[config.mk]
export PLATFORM = sky130hd
export DESIGN_NAME = iter_shifter
export DESIGN_NICKNAME = d
export VERILOG_FILES = /design/src/rtl/iter_shifter.sv
export SDC_FILE = /design/constraint.sdc
export NUM_CORES = 1
export LEC_CHECK = 0
export BUFFER_PORTS_ARGS = -buffer_cell sky130_fd_sc_hd__buf_2
export CORE_UTILIZATION = 45
export CTS_CLUSTER_SIZE = 14
export DETAILED_ROUTE_END_ITERATION = 7
export GPL_TIMING_DRIVEN = 0
export PLACE_DENSITY = 0.68
export SLEW_MARGIN = 0
export SYNTH_ARGS = -nofsm -noshare
export SYNTH_HDL_FRONTEND = slang
export SYNTH_SLANG_ARGS = --single-unit
[constraint.sdc]
create_clock -name clk -period 3.4 [get_ports clk]
set_input_delay 0.85 -clock clk [delete_from_list [all_inputs] [get_ports clk]]
set_output_delay 0.85 -clock clk [all_outputs]
set_load 0.02 [all_outputs]
[src/rtl/iter_shifter.sv]
// Multi-cycle shifter: one operand shifted one bit per clock, result on a valid/ready channel.
// Same LR/AL command encoding as the single-cycle barrel shifter so the two are interchangeable.
module iter_shifter #(
  parameter int WIDTH = 8,
  parameter int SHW   = $clog2(WIDTH)
) (
  input  logic             clk,
  input  logic             rst,
  input  logic             in_valid,
  output logic             in_ready,
  input  logic [WIDTH-1:0] din,
  input  logic [SHW-1:0]   shamt,
  input  logic             LR,
  input  logic             AL,
  output logic             out_valid,
  input  logic             out_ready,
  output logic [WIDTH-1:0] dout,
  output logic             busy
);

  typedef enum logic [1:0] {
    ST_IDLE  = 2'd0,
    ST_SHIFT = 2'd1,
    ST_DONE  = 2'd2
  } state_t;

  state_t           r_state;
  logic [WIDTH-1:0] r_work;
  logic [SHW-1:0]   r_cnt;
  logic             r_lr;
  logic             r_al;
  logic             r_in_ready;
  logic             r_out_valid;
  logic             r_busy;

  logic [WIDTH-1:0] w_step;
  logic             w_accept;
  logic             w_release;
  logic             w_last_step;

  assign w_accept    = in_valid & r_in_ready;
  assign w_release   = out_ready & r_out_valid;
  assign w_last_step = (r_cnt == SHW'(1));

  // One-bit step selected by the latched mode; LR overrides AL.
  always_comb begin
    w_step = r_work;
    if (r_lr)
      w_step = {r_work[WIDTH-2:0], 1'b0};
    else if (r_al)
      w_step = {r_work[WIDTH-1], r_work[WIDTH-1:1]};
    else
      w_step = {1'b0, r_work[WIDTH-1:1]};
  end

  // NOTE: sequential state uses non-blocking assignments so every register
  // samples pre-edge values, independent of statement order.
  always_ff @(posedge clk) begin
    if (rst) begin
      r_state     <= ST_IDLE;
      r_work      <= '0;
      r_cnt       <= '0;
      r_lr        <= 1'b0;
      r_al        <= 1'b0;
      r_in_ready  <= 1'b1;
      r_out_valid <= 1'b0;
      r_busy      <= 1'b0;
    end else begin
      unique case (r_state)
        ST_IDLE: begin
          if (w_accept) begin
            r_work     <= din;
            r_cnt      <= shamt;
            r_lr       <= LR;
            r_al       <= AL;
            r_in_ready <= 1'b0;
            r_busy     <= 1'b1;
            if (shamt == '0) begin
              r_state     <= ST_DONE;
              r_out_valid <= 1'b1;
            end else begin
              r_state <= ST_SHIFT;
            end
          end
        end
        ST_SHIFT: begin
          r_work <= w_step;
          r_cnt  <= r_cnt - SHW'(1);
          if (w_last_step) begin
            r_state     <= ST_DONE;
            r_out_valid <= 1'b1;
          end
        end
        ST_DONE: begin
          // Working register keeps the result until the next accepted request.
          if (w_release) begin
            r_state     <= ST_IDLE;
            r_out_valid <= 1'b0;
            r_in_ready  <= 1'b1;
            r_busy      <= 1'b0;
          end
        end
        default: begin
          r_state     <= ST_IDLE;
          r_in_ready  <= 1'b1;
          r_out_valid <= 1'b0;
          r_busy      <= 1'b0;
        end
      endcase
    end
  end

  assign in_ready  = r_in_ready;
  assign out_valid = r_out_valid;
  assign busy      = r_busy;
  assign dout      = r_work;

endmodule

==> flow_metrics.tcl <==
set metrics [dict create \
    p_total_uw 696 \
    end_kind "output port" \
    wl_per_cell_um 12.7 \
    die_h_um 48.7 \
    synthXorXnorAreaFrac 0 \
    fin_skew_ps 4.25 \
    drt_iter0_markers 16 \
    synth_top_family_by_area "compound AO/OA/AOI/OAI gates" \
    fin_crit_sh 0.519 \
    wl_um 2180 \
    leakage_uw 0.000484 \
    clkLatencyLatePin_ps 300 \
    tns_ps 0 \
    start_util 0.489 \
    grt_overflow_total 0 \
    vias 928 \
    yosysUniqueCellTypes 33 \
    ir_worst_vdd_mv 0.301 \
    critPathArrivalTime_ps 920 \
    layout_common_cells "buf_2, nor2_1, dfxtp_1" \
    hold_buffers 0 \
    slew_headroom 0.638 \
    drive_gt1_frac 0.306 \
    grt_pass1_vias 842 \
    multi_input_area_um2 549 \
    antenna_found_initial 0 \
    r2r-end "out_valid$_SDFFE_PP0P_" \
    drc 0 \
    drv_slew 0 \
    htreeDepth 1 \
    fp-row-count 16 \
    nNetsFinal 164 \
    cap_violations 0 \
    fillers 198 \
    crit_required_ps 2550 \
    cts_resized 0 \
    diodes 0 \
    clkTransAtPathRegs_ps 110 \
    cp_max_fo 5 \
    critical_path.top_delay_family "flip-flops" \
    tightest_slew_ps 543 \
    cp-start-kind "register" \
    max_freq_ghz 0.566 \
    finalSetupViolations 0 \
    cts_setup_buffers 0 \
    dp_hpwl_um 1620 \
    post_dp_cell_area_um2 1140 \
    worstPathCellList "buf_2" \
    final-seq-area_um2 360 \
    first_pass_iters 4 \
    ant_nets 0 \
    yosys_register_bits 18 \
    finalHoldViolations 0 \
    muxShareOfSynthArea 0.0817 \
    period_needed_ps 1770 \
    cts_made_buffers 3 \
    setup_ws_ps 1630 \
    gp_congestion 0.828 \
    crit_start "in_ready$_SDFFE_PP1P_" \
    slowest_stage "dfxtp_1" \
    die_width_um 48.7 \
    grt_pass1_wl_um 3690 \
    rsz0062_at_grt "false" \
    clk_path_buf_depth 2 \
    synth_nets 133 \
    status "finished, final reports clean" \
    crit_buf_inv 1 \
    hp-class "reg -> reg" \
    port_buffers 26 \
    place_worst_setup_slack_ps 1450 \
    synth-compound-area-share 0.269 \
    grt.total_usage 0.197 \
    pin_count 28 \
    worst-setup-path-type "reg -> out" \
    slowest_delay_ps 420 \
    r2r_start "r_state[1]$_SDFFE_PP0P_" \
    design_area_um2 1180 \
    r2r_cells 6 \
    core_region_area_um2 2000 \
    path_depth 1 \
    synth_area_per_cell_um2 8.59 \
    ff2ff_setup_slack_ps 2080 \
    layout_commonest_cell "buf_2" \
    netlist_area_um2 980 \
    vias_per_cell 5.43 \
    synthCells 114 \
    die-area_um2 2370 \
    grt_max_degree 11 \
    synthAdderAreaFrac 0.0255 \
    synthSimpleGateAreaFrac 0.184 \
    yosys_warnings 0 \
    cts_tree "yes" \
    ys_seq_area_frac 0.368 \
    hold_ws_ps 490 \
    cts_root_buf "clkbuf_4" \
    powerDensity_nw_per_um2 590 \
    crit_end "in_ready" \
    area_growth_pct 20.4 \
    cts.sinks 18 \
]
kinds of logic (layout without fill, tap and decap cells):
group,count (synthesis),in the layout
compound gates,37,37
fa+ha+maj,2,2
buf+inv,12,42
flops,18,18
mux,8,8
simple gates,37,37
per-stage QoR:
stage | utilization | cells
detailed placement | 0.571 | 167
floorplan | - | 114
global route | 0.589 | 171
global placement | 0.571 | 167
CTS | 0.589 | 171
finish | 0.589 | 171
metal layers:
layer,vias to the layer above,track usage,part of all wire
met3,4,0.0314,0.043
met1,438,0.263,0.47
met2,23,0.322,0.48
met4,0,0.0686,0.0087
li1,463,-,-
met5,-,0,0
worst min-delay path by stage:
stage	from	depth (start not counted)	end
5_1_grt	r_cnt[1]$_SDFFE_PP0P_	2	r_cnt[1]$_SDFFE_PP0P_
4_1_cts	r_cnt[1]$_SDFFE_PP0P_	2	r_cnt[1]$_SDFFE_PP0P_
3_5_place_dp	r_cnt[1]$_SDFFE_PP0P_	2	r_cnt[1]$_SDFFE_PP0P_
3_3_place_gp	r_cnt[1]$_SDFFE_PP0P_	2	r_cnt[1]$_SDFFE_PP0P_
6_report	r_cnt[1]$_SDFFE_PP0P_	2	r_cnt[1]$_SDFFE_PP0P_
2_1_floorplan	r_cnt[1]$_SDFFE_PP0P_	2	r_cnt[1]$_SDFFE_PP0P_
power by group:
group / internal, uW / leakage [uW] / total (uW) / switching, uW
sequential: 249 / 0.000149 / 280 / 31.1
clock: 65.2 / 0.0000210 / 137 / 71.4
combinational: 116 / 0.000314 / 280 / 164
state kept, by name, indices dropped and copies added, names as in the netlist:
name / cells
dout: 8
out_valid: 1
r_lr: 1
in_ready: 1
busy: 1
r_state: 2
r_al: 1
r_cnt: 3
worst min-delay path, stage by stage, from the launching register on:
cell     delay [ps]
dfxtp_1         330
o21ai_0          70
a21oi_1          60
cell type report:
class                           instances  area share
Multi-Input combinational cell         84       0.466
Sequential cell                        18       0.305
Timing Repair Buffer                   26       0.110
Buffer                                  8      0.0467
Clock buffer                            4      0.0308
Tap cell                               27      0.0286
Inverter                                4      0.0127
synthesized netlist by cell type, drive strengths merged:
cell type	count	share of area
buf	7	0.052
a2bb2oi	1	0.015
nand4	1	0.0064
a311oi	1	0.015
nand2	5	0.019
a22o	1	0.0089
o211ai	1	0.0077
and2b	1	0.0077
nor2b	1	0.0064
nand2b	2	0.013
a21oi	15	0.088
nor3	1	0.0051
a211oi	10	0.082
o21a	1	0.0077
and4bb	1	0.013
o21ai	4	0.020
clkbuf	1	0.0038
nor3b	1	0.013
a22oi	1	0.0077
inv	4	0.015
dfxtp	18	0.37
nor2	23	0.096
nand3	1	0.0051
mux2i	8	0.082
o21bai	1	0.0077
ha	2	0.026
o31a	1	0.0089
Note: power is estimated with default switching activity, not from simulation.
